--- config.mk ---
export PLATFORM = sky130hd
export DESIGN_NAME = mips_mc_control
export DESIGN_NICKNAME = d
export VERILOG_FILES = /design/src/rtl/mips_mc_control.sv
export SDC_FILE = /design/constraint.sdc
export NUM_CORES = 1
export LEC_CHECK = 0
export ABC_AREA = 1
export CAP_MARGIN = 20
export CORE_AREA = 2 2 111 123
export CTS_CLUSTER_DIAMETER = 50
export DETAILED_ROUTE_END_ITERATION = 6
export DIE_AREA = 0 0 113 125
export PLACE_DENSITY = 0.86
export SLEW_MARGIN = 15
export SYNTH_ARGS = -nofsm -noshare
export SYNTH_HDL_FRONTEND = slang
export SYNTH_SLANG_ARGS = --single-unit
export TNS_END_PERCENT = 20
--- constraint.sdc ---
create_clock -name clock -period 4.19 [get_ports clock]
set_input_delay 0.838 -clock clock [delete_from_list [all_inputs] [get_ports clock]]
set_output_delay 0.838 -clock clock [all_outputs]
set_load 0.01 [all_outputs]
--- src/rtl/mips_mc_control.sv ---
// mips_mc_control: multi-cycle FETCH/DECODE/EXEC/MEM/WB sequencer owning PC and IR.
// Optional: define MIPS_MC_BNE_EN to decode bne (000101); otherwise that opcode is illegal.
module mips_mc_control #(
  parameter int              DW       = 32,
  parameter int              AW       = 32,
  parameter logic [AW-1:0]   PC_RESET = '0
) (
  input  logic          clock,
  input  logic          reset,
  output logic          imem_req,
  output logic [AW-1:0] imem_addr,
  input  logic [DW-1:0] imem_rdata,
  input  logic          imem_ready,
  output logic          dmem_req,
  output logic          dmem_we,
  input  logic          dmem_ready,
  input  logic          alu_zero,
  input  logic [AW-1:0] rs_data,
  output logic [DW-1:0] instr,
  output logic [AW-1:0] pc,
  output logic          reg_write,
  output logic [1:0]    reg_dst,
  output logic          mem_to_reg,
  output logic          alu_src,
  output logic [2:0]    ula_operation,
  output logic          is_jal,
  output logic          retire,
  output logic          illegal
);

`ifdef MIPS_MC_BNE_EN
  localparam logic BNE_EN = 1'b1;
`else
  localparam logic BNE_EN = 1'b0;
`endif

  typedef enum logic [2:0] {
    S_IDLE, S_FETCH, S_DECODE, S_EXEC, S_MEM, S_WB
  } state_t;

  typedef enum logic [3:0] {
    C_R, C_JR, C_J, C_JAL, C_ADDI, C_LW, C_SW, C_BEQ, C_BNE, C_ILL
  } cls_t;

  typedef struct packed {
    logic       imem_req;
    logic       dmem_req;
    logic       dmem_we;
    logic       reg_write;
    logic [1:0] reg_dst;
    logic       mem_to_reg;
    logic       alu_src;
    logic [2:0] ula_op;
    logic       is_jal;
    logic       retire;
    logic       illegal;
  } ctrl_t;

  function automatic cls_t decode_cls(input logic [DW-1:0] ir);
    cls_t c;
    case (ir[31:26])
      6'b000000: c = (ir[5:0] == 6'b001000) ? C_JR : C_R;
      6'b000010: c = C_J;
      6'b000011: c = C_JAL;
      6'b001000: c = C_ADDI;
      6'b100011: c = C_LW;
      6'b101011: c = C_SW;
      6'b000100: c = C_BEQ;
      6'b000101: c = BNE_EN ? C_BNE : C_ILL;
      default:   c = C_ILL;
    endcase
    return c;
  endfunction

  function automatic logic [2:0] ula_op_of(input cls_t c);
    logic [2:0] op;
    case (c)
      C_R:          op = 3'b010;
      C_BEQ, C_BNE: op = 3'b001;
      default:      op = 3'b000;
    endcase
    return op;
  endfunction

  function automatic logic alu_src_of(input cls_t c);
    return (c == C_ADDI) || (c == C_LW) || (c == C_SW);
  endfunction

  // Output strobes for a given state: registered so every output is a clean Moore decode.
  function automatic ctrl_t ctrl_for(input state_t st, input cls_t c);
    ctrl_t o;
    o = '0;
    case (st)
      S_FETCH: o.imem_req = 1'b1;
      S_DECODE: begin
        o.retire  = (c == C_J) || (c == C_JR) || (c == C_ILL);
        o.illegal = (c == C_ILL);
      end
      S_EXEC: begin
        o.alu_src = alu_src_of(c);
        o.ula_op  = ula_op_of(c);
        o.retire  = (c == C_BEQ) || (c == C_BNE);
      end
      S_MEM: begin
        o.dmem_req = 1'b1;
        o.dmem_we  = (c == C_SW);
        o.alu_src  = alu_src_of(c);
        o.ula_op   = ula_op_of(c);
      end
      S_WB: begin
        o.reg_write  = 1'b1;
        o.reg_dst    = (c == C_R) ? 2'b01 : ((c == C_JAL) ? 2'b10 : 2'b00);
        o.mem_to_reg = (c == C_LW);
        o.is_jal     = (c == C_JAL);
        o.alu_src    = alu_src_of(c);
        o.ula_op     = ula_op_of(c);
        o.retire     = 1'b1;
      end
      default: o = '0;
    endcase
    return o;
  endfunction

  state_t        r_state;
  logic [AW-1:0] r_pc;
  logic [DW-1:0] r_instr;
  ctrl_t         r_ctrl;

  cls_t          w_cls;
  cls_t          w_in_cls;
  logic [AW-1:0] w_pc_inc;
  logic [AW-1:0] w_br_off;
  logic [AW-1:0] w_jtgt;
  logic          w_taken;

  // Next-PC candidates and instruction class of the held and the incoming word.
  always_comb begin
    w_cls       = decode_cls(r_instr);
    w_in_cls    = decode_cls(imem_rdata);
    w_pc_inc    = r_pc + AW'(32'd4);
    w_br_off    = {{(AW-18){r_instr[15]}}, r_instr[15:0], 2'b00};
    w_jtgt      = r_pc;
    w_jtgt[27:0] = {r_instr[25:0], 2'b00};
    w_taken     = ((w_cls == C_BEQ) && alu_zero) || ((w_cls == C_BNE) && !alu_zero);
  end

  // Sequencer: state, PC, IR and the registered control strobes of the next state.
  always_ff @(posedge clock or posedge reset) begin
    if (reset) begin
      r_state <= S_IDLE;
      r_pc    <= PC_RESET;
      r_instr <= '0;
      r_ctrl  <= '0;
    end else begin
      case (r_state)
        S_IDLE: begin
          r_state <= S_FETCH;
          r_ctrl  <= ctrl_for(S_FETCH, w_cls);
        end
        S_FETCH: begin
          if (imem_ready) begin
            r_instr <= imem_rdata;
            r_pc    <= w_pc_inc;
            r_state <= S_DECODE;
            r_ctrl  <= ctrl_for(S_DECODE, w_in_cls);
          end
        end
        S_DECODE: begin
          case (w_cls)
            C_J: begin
              r_pc    <= w_jtgt;
              r_state <= S_FETCH;
              r_ctrl  <= ctrl_for(S_FETCH, w_cls);
            end
            C_JR: begin
              r_pc    <= rs_data;
              r_state <= S_FETCH;
              r_ctrl  <= ctrl_for(S_FETCH, w_cls);
            end
            C_ILL: begin
              r_state <= S_FETCH;
              r_ctrl  <= ctrl_for(S_FETCH, w_cls);
            end
            C_JAL: begin
              r_state <= S_WB;
              r_ctrl  <= ctrl_for(S_WB, w_cls);
            end
            default: begin
              r_state <= S_EXEC;
              r_ctrl  <= ctrl_for(S_EXEC, w_cls);
            end
          endcase
        end
        S_EXEC: begin
          if (w_taken) begin
            r_pc <= r_pc + w_br_off;
          end
          case (w_cls)
            C_R, C_ADDI: begin
              r_state <= S_WB;
              r_ctrl  <= ctrl_for(S_WB, w_cls);
            end
            C_LW, C_SW: begin
              r_state <= S_MEM;
              r_ctrl  <= ctrl_for(S_MEM, w_cls);
            end
            default: begin
              r_state <= S_FETCH;
              r_ctrl  <= ctrl_for(S_FETCH, w_cls);
            end
          endcase
        end
        S_MEM: begin
          if (dmem_ready) begin
            if (w_cls == C_SW) begin
              r_state <= S_FETCH;
              r_ctrl  <= ctrl_for(S_FETCH, w_cls);
            end else begin
              r_state <= S_WB;
              r_ctrl  <= ctrl_for(S_WB, w_cls);
            end
          end
        end
        S_WB: begin
          // jal keeps pc+4 visible during WB for the link write, then jumps.
          if (w_cls == C_JAL) begin
            r_pc <= w_jtgt;
          end
          r_state <= S_FETCH;
          r_ctrl  <= ctrl_for(S_FETCH, w_cls);
        end
        default: begin
          r_state <= S_IDLE;
          r_ctrl  <= '0;
        end
      endcase
    end
  end

  assign imem_req      = r_ctrl.imem_req;
  assign imem_addr     = r_pc;
  assign dmem_req      = r_ctrl.dmem_req;
  assign dmem_we       = r_ctrl.dmem_we;
  assign instr         = r_instr;
  assign pc            = r_pc;
  assign reg_write     = r_ctrl.reg_write;
  assign reg_dst       = r_ctrl.reg_dst;
  assign mem_to_reg    = r_ctrl.mem_to_reg;
  assign alu_src       = r_ctrl.alu_src;
  assign ula_operation = r_ctrl.ula_op;
  assign is_jal        = r_ctrl.is_jal;
  assign illegal       = r_ctrl.illegal;
  // A store completes in the very cycle dmem_ready arrives, so its retire follows the handshake.
  assign retire        = r_ctrl.retire | ((r_state == S_MEM) && (w_cls == C_SW) && dmem_ready);

endmodule

==> results.md, run 1 <==
* Status: finished with violations
* Violated checks: design-rule violations
* Clock Latency Late Sink at 0.36 ns
* CP max FO at 16
* Post-CTS Resized at 0
* Post-synth cell types at between 40 and 50
* Slew headroom at 0.368
* Height of the die at 125 um
* Post-route ant nets at 0
* DR pass1 iterations at 7
* Vias per inst at 5.42
* Clk_skew at 0.00724 ns
* Bufs on Longest Clock Path at 2
* Initial antenna violation count at 0
* IO Port Bufs at between 150 and 200
* #FFs+latches synth at 80
* Synth Area per Inst at 6.45 um^2
* Worst setup SP type: flop
* Gpl congestion at 1.03
* All-Layer GR Usage at 0.302
* Final net count at 1291
* CP most frequent cell: nand2_1
* Largest net degree at the start of global routing at 53
* Arr. time, crit path at 3.53 ns
* Ys flop type: dfrtp_1
* Combinational share of power at 0.678
* Synthesized area at 6830 um^2
* Io pins at 179
* CTS root buf: clkbuf_16
* Die width at 113 um
* Tmin final at 3.29 ns
* Ys async rst share at 1.00
* Internal Power at around 3.8 mW
* Mapped Nets at 1158
* Worst R2R Setup Slack at approximately 0.9 ns
* Hold path depth at 2
* Post-synthesis sequential area ratio at 0.293
* Crit path cell chain: inv_2, nand2_2, nor2_2, inv_1, nor2_1, ha_1, nand2_1, inv_1, a21oi_1, nand3_1, o21ai_0, nand3_1, nand2_1, nand2_1
* Placed insts at 1342
* Syn Inst Count at 1059
* N_diodes at 0
* CP Class: flop to flop
* Leakage at 4.61 nW
* CTS H-Tree Depth at 3
* Worst Path Required at ~4.4 ns
* Worst Path Buf+Inv at 3
* CTS buffer count at 9
* CTS tree: yes
* Avg WL per Cell at approximately 16 um
* Grt total ovfl at 0
* Layout area overhead at 28.0%
* WP depth at 14
* Part of the power in registers at 0.205
* Max_cap viols at 0
* Synth Warn # at 0
* Worst-Margin Slew at 0.945 ns
* Max Slew Vio Count at 0
* Worst Setup End Kind: flop
* Sw Pwr at 3.80 mW
* EDFF count, synth at 0
* Detail Placement HPWL at 16700 um
* Final worst-path cycle share at 0.786
* Clk sinks at 80
* Vias in the first global route at 6935
* Max VDD drop at 0.000463 V
* Pwr Density at just under 900 nW/um^2
* Endpoints failing setup at 0
* Core area at 13000 um^2
* Slowest cell on the critical path: dfrtp_1
* Sw Ratio at 0.501
* Hold Buf Count CTS at 0
* Clk slew on worst S/H paths at 0.06 ns
* Fin cells at 1358
* Design Power at 7.59 mW
* Drt total wl at approximately 21000 um
* Drt drc at 5
* Via count at 7355
* Initial Util at 0.525
* Die ar. at 14100 um^2
* Post-CTS Setup Inserts at 0
* Setup TNS at 0 ns
* CP top delay family: simple AND/OR/NAND/NOR gates
* Cell row count at 44
* RSZ-0062 raised after global routing: no
* Layout cell share with drive strength beyond 1 at 0.0635
* Hold Crit Class: flop to flop
* Global-route wire length before repair at roughly 34000 um
* Max frequency at 0.304 GHz
* Power share of the clock group at 0.117
* Worst Reg-to-Reg Cells at 14
* Final hold vios at 0
* Iter 0 DRT Violations at around 570
* Max stage delay on crit path at 0.45 ns
## through the flow
| stage | instance area, um^2 | hold slack, ns | setup WS, ns | utilization |
|---|---|---|---|---|
| after floorplan | 6830 | 0.450 | 1.30 | - |
| after global placement | 8410 | 0.458 | 1.01 | 0.647 |
| after detailed placement | 8410 | 0.465 | 0.992 | 0.647 |
| after CTS | 8730 | 0.492 | 0.969 | 0.672 |
| after global routing | 8730 | 0.514 | 0.624 | 0.672 |
| final | 8730 | 0.490 | 0.897 | 0.672 |
## cell type report
cell class / count / area, um^2
timing repair buffer: 179 / 1790
sequential: 80 / 2000
multi-input combinational: 765 / 3820
inverter: 157 / 594
fill: 1116 / 4260
clock inverter: 6 / 90.1
tap: 161 / 201
clock buffer: 10 / 239
## path summary, 6_finish.rpt
kind | endpoint | from
max | imem_addr[14] | r_state[2]
min | reg_dst[1] | reg_dst[1]
max reg2reg | imem_addr[14] | r_state[2]
min reg2reg | reg_dst[1] | reg_dst[1]
max in group asynchronous | imem_addr[15] | reset
min in group asynchronous | instr[5] | reset
## power by group through the flow
stage	Clock [mW]	Combinational [mW]	Sequential (mW)
6_report	0.887	5.15	1.55
5_1_grt	0.919	5.68	1.60
4_1_cts	0.888	5.09	1.54
3_5_place_dp	0	5.04	1.55
3_3_place_gp	0	4.95	1.55
2_1_floorplan	0	3.40	1.58
## synthesized netlist by cell type, drive strengths merged, types with 2 or more instances
master	instances	share of area
ha	29	0.053
inv	156	0.086
nand3	72	0.055
nand2	353	0.20
o22ai	2	0.0018
or2	7	0.0068
xor2	4	0.0051
nor3	7	0.0051
a21o	3	0.0033
nor2	125	0.077
clkbuf	4	0.0022
and2	6	0.0055
o21bai	4	0.0044
a21boi	9	0.0099
nand3b	5	0.0055
o21ai	30	0.023
mux2	11	0.018
a22oi	8	0.0088
a21oi	57	0.042
dfrtp	80	0.29
buf	53	0.058
nand4	20	0.018
o21a	6	0.0066
## metal layers
| layer | up-vias | GRT usage | share of wire |
|---|---|---|---|
| met1 | 3389 | 0.388 | 0.41 |
| met4 | 0 | 0.134 | 0.041 |
| met2 | 321 | 0.508 | 0.48 |
| met5 | - | 0 | 0 |
| met3 | 74 | 0.0407 | 0.068 |
| li1 | 3571 | - | - |
## cells in the final DEF, fill, tap and decap left out, types with 2 or more instances in the layout
cell	Yosys	final
inv_6	0	2
ha_1	29	29
nand3_2	3	3
inv_2	9	9
a21oi_1	56	56
nand4_1	20	20
nand2_4	3	3
clkbuf_16	0	9
o21a_1	6	6
buf_4	44	2
a21boi_1	9	9
inv_1	146	145
clkinv_2	1	3
and2_1	6	6
a21o_1	3	3
a22oi_1	8	8
nand3_1	69	69
nor2_4	6	6
o21bai_1	4	4
nand2_2	8	8
o21ai_0	29	29
nand3b_1	5	5
nor2_2	5	5
nand2_1	342	342
mux2_2	11	11
nor2_1	114	114
or2_2	6	6
bufinv_16	0	2
clkdlybuf4s50_1	0	177
o22ai_1	2	2
xor2_1	4	4
nor3_1	7	7
dfrtp_1	80	80
## logic make-up after synthesis
logic type	Yosys count	synth area share
AO/OA/AOI/OAI	123	0.105
XOR/XNOR	4	0.00513
adder cells (fa/ha/maj)	30	0.0561
buffers and inverters	214	0.147
flip-flops	80	0.293
multiplexers	11	0.0181
other	1	0.000549
AND/OR/NAND/NOR	596	0.375
## worst min-delay path, delay by kind of cell (launching register included)
family           cells  cell delay (ns)
flip-flops           1             0.35
AND/OR/NAND/NOR      2             0.10
Note: power is estimated with default switching activity, not from simulation.
==> inputs of run 2 (changes only) <==
CORE_AREA = 2 2 121 135   (was 2 2 111 123)
DIE_AREA = 0 0 123 137   (was 0 0 113 125)
PLACE_DENSITY = 0.76   (was 0.86)
clock period = 2.7 ns   (was 4.19 ns; I/O delays follow)
==> run 2 against run 1 <==
  * The flow now finishes without violations
  * Sequential share of layout area decreased by 0.94 points
  * First-iteration DRC count is 20% lower
  * Die area increased by 19%
  * Critical path type unchanged
  * Critical endpoint is now imem_addr[12]
==> results.md, run 2 (synthesis gave the netlist of run 1 again) <==
* Status: finished clean
* Gpl congestion at 0.963 (-6.8%)
* Clk_skew at 0.00691 ns (-0.000324 ns)
* Grt total ovfl at 0 (unchanged)
* Global-route wire length before repair at 34700 um (+1.8%)
* Initial Util at 0.440 (-0.0848)
* Height of the die at 137 um (+9.6%)
* Vias per inst at 5.17 (-4.6%)
* Final hold vios at 0 (unchanged)
* Worst Setup End Kind: flop
* Worst Path Required at 2.94 ns (-1.49 ns)
* Endpoints failing setup at 0 (unchanged)
* Sw Pwr at 6.02 mW (+58%)
* N_diodes at 0 (unchanged)
* Max_cap viols at 0 (unchanged)
* Combinational share of power at 0.703 (+0.025)
* Initial antenna violation count at 0 (unchanged)
* Leakage at 4.77 nW (+3.5%)
* Final worst-path cycle share at 0.950 (+0.164)
* Max Slew Vio Count at 0 (unchanged)
* CTS buffer count at 9 (unchanged)
* Clock Latency Late Sink at 0.35 ns (about the same)
* Most frequent cells in the layout: 333 x nand2_1, 176 x clkdlybuf4s50_1, 145 x inv_1
* Arr. time, crit path at 2.81 ns (-0.72 ns)
* Io pins at 179 (unchanged)
* FF+latch area at 2000 um^2 (+0.12%)
* Fillers at 1477 (+32%)
* Worst setup SP type: flop
* DR pass1 iterations at 6 (-1)
* CP max FO at 9 (-7)
* Layout area overhead at 33.6%
* Via count at 7348 (-0.095%)
* All-Layer GR Usage at 0.265 (-0.0370)
* Die width at 123 um (+8.8%)
* Max frequency at 0.390 GHz (+28%)
* CTS tree: yes
* Final hold slack at 0.487 ns (-0.00324 ns)
* Bufs on Longest Clock Path at 2 (unchanged)
* CTS H-Tree Depth at 3 (unchanged)
* Slew headroom at 0.594 (+0.226)
* Util after Layout at 0.589 (-0.0837)
* Detail Placement HPWL at 17300 um (+3.6%)
* RSZ-0062 raised after global routing: yes
* Drt total wl at 21800 um (+3.0%)
* Max VDD drop at 0.000634 V (+37%)
* Tmin final at 2.57 ns (-0.728 ns)
* CP Class: flop to flop
* Vias in the first global route at 6992 (+0.82%)
* Hold Crit Class: flop to flop
* Final net count at 1316 (+1.9%)
* Iter 0 DRT Violations at 450 (-20%)
* Largest net degree at the start of global routing at 30 (-43%)
* Cell row count at 48 (+9.1%)
* IO Port Bufs at 177 (unchanged)
* CTS root buf: clkbuf_16
* Clk sinks at 80 (unchanged)
* Layout cell share with drive strength beyond 1 at 0.110 (+0.0470)
* Internal Power at 6.12 mW (+62%)
* Pwr Density at 1330 nW/um^2 (+53%)
* Worst-Margin Slew at 0.607 ns (-0.338 ns)
* Post-route ant nets at 0 (unchanged)
* Part of the power in registers at 0.195 (-0.010)
* Worst R2R Setup Slack at 0.13 ns (-0.76 ns)
* Drt drc at 0 (-5)
* Multi-input combinational cell area at 3950 um^2 (+3.5%)
* Commonest non-fill, non-tap cell in the layout: nand2_1
* Power share of the clock group at 0.102 (-0.015)
* Clk slew on worst S/H paths at 0.06 ns (about the same)
* Die ar. at 16900 um^2 (+19%)
* Core area at 15500 um^2 (+19%)
* Avg WL per Cell at 15.4 um (-1.7%)
* Sw Ratio at 0.496 (-0.00537)
[run 2: repair_timing]
action | in CTS | in global routing
hold buffers | 0 | 0
pin swaps | 0 | 1
setup buffers | 0 | 2
hold endpoints to repair | 0 | 0
endpoints found under the setup margin | 1 | 22
gates resized for setup | 3 | 37
[run 2: worst paths after layout]
kind / end / depth (start not counted) / startpoint
worst min-delay path: r_ctrl[1] / 2 / r_ctrl[1]
min in group asynchronous: instr[29] / 2 / reset
worst max-delay path: imem_addr[12] / 15 / r_state[1]
max in group asynchronous: r_state[1] / 3 / reset
worst min register to register: r_ctrl[1] / 2 / r_ctrl[1]
worst max register to register: imem_addr[12] / 15 / r_state[1]
[run 2: area by class of cell]
type	count	area share
clock buffer	11	0.0255
clock inverter	5	0.00631
inverter	157	0.0652
multi-input combinational	765	0.434
sequential	80	0.220
tap	200	0.0274
timing repair buffer	204	0.222
[run 2: through the flow]
step	cell area (um^2)	TNS, ns	total power, mW	worst slack (ns)	std cells
2_1_floorplan	6830	0	7.73	0.0723	1059
3_3_place_gp	8680	0	10.4	0.119	1404
3_5_place_dp	8680	0	10.5	0.0323	1404
4_1_cts	8980	-0.0116	11.9	-0.0116	1420
5_1_grt	9120	-0.109	13.2	-0.0653	1422
6_report	9120	0	12.1	0.135	1422
[run 2: critical path: stages, from the launching register on]
cell	delay, ns
dfrtp_2	0.43
nand2_2	0.10
nor2_4	0.14
inv_1	0.07
buf_4	0.17
nor2_1	0.14
ha_1	0.31
nand2_2	0.12
inv_1	0.06
a21oi_2	0.17
nand3_2	0.16
or2_2	0.31
nand3_1	0.08
nand3_1	0.08
nand2_1	0.07
nand2_1	0.05
[run 2: layer usage]
metal / share of wire / vias up / GRT usage
met2: 0.48 / 247 / 0.437
met1: 0.41 / 3416 / 0.333
met5: 0 / - / 0
met3: 0.067 / 63 / 0.0542
met4: 0.042 / 0 / 0.121
li1: - / 3622 / -
[run 2: power groups by stage]
stage,sequential [mW],combinational [mW],clock [mW]
3_5_place_dp,2.36,8.19,0
2_1_floorplan,2.45,5.28,0
3_3_place_gp,2.36,8.06,0
4_1_cts,2.35,8.26,1.25
5_1_grt,2.44,9.45,1.30
6_report,2.37,8.53,1.24
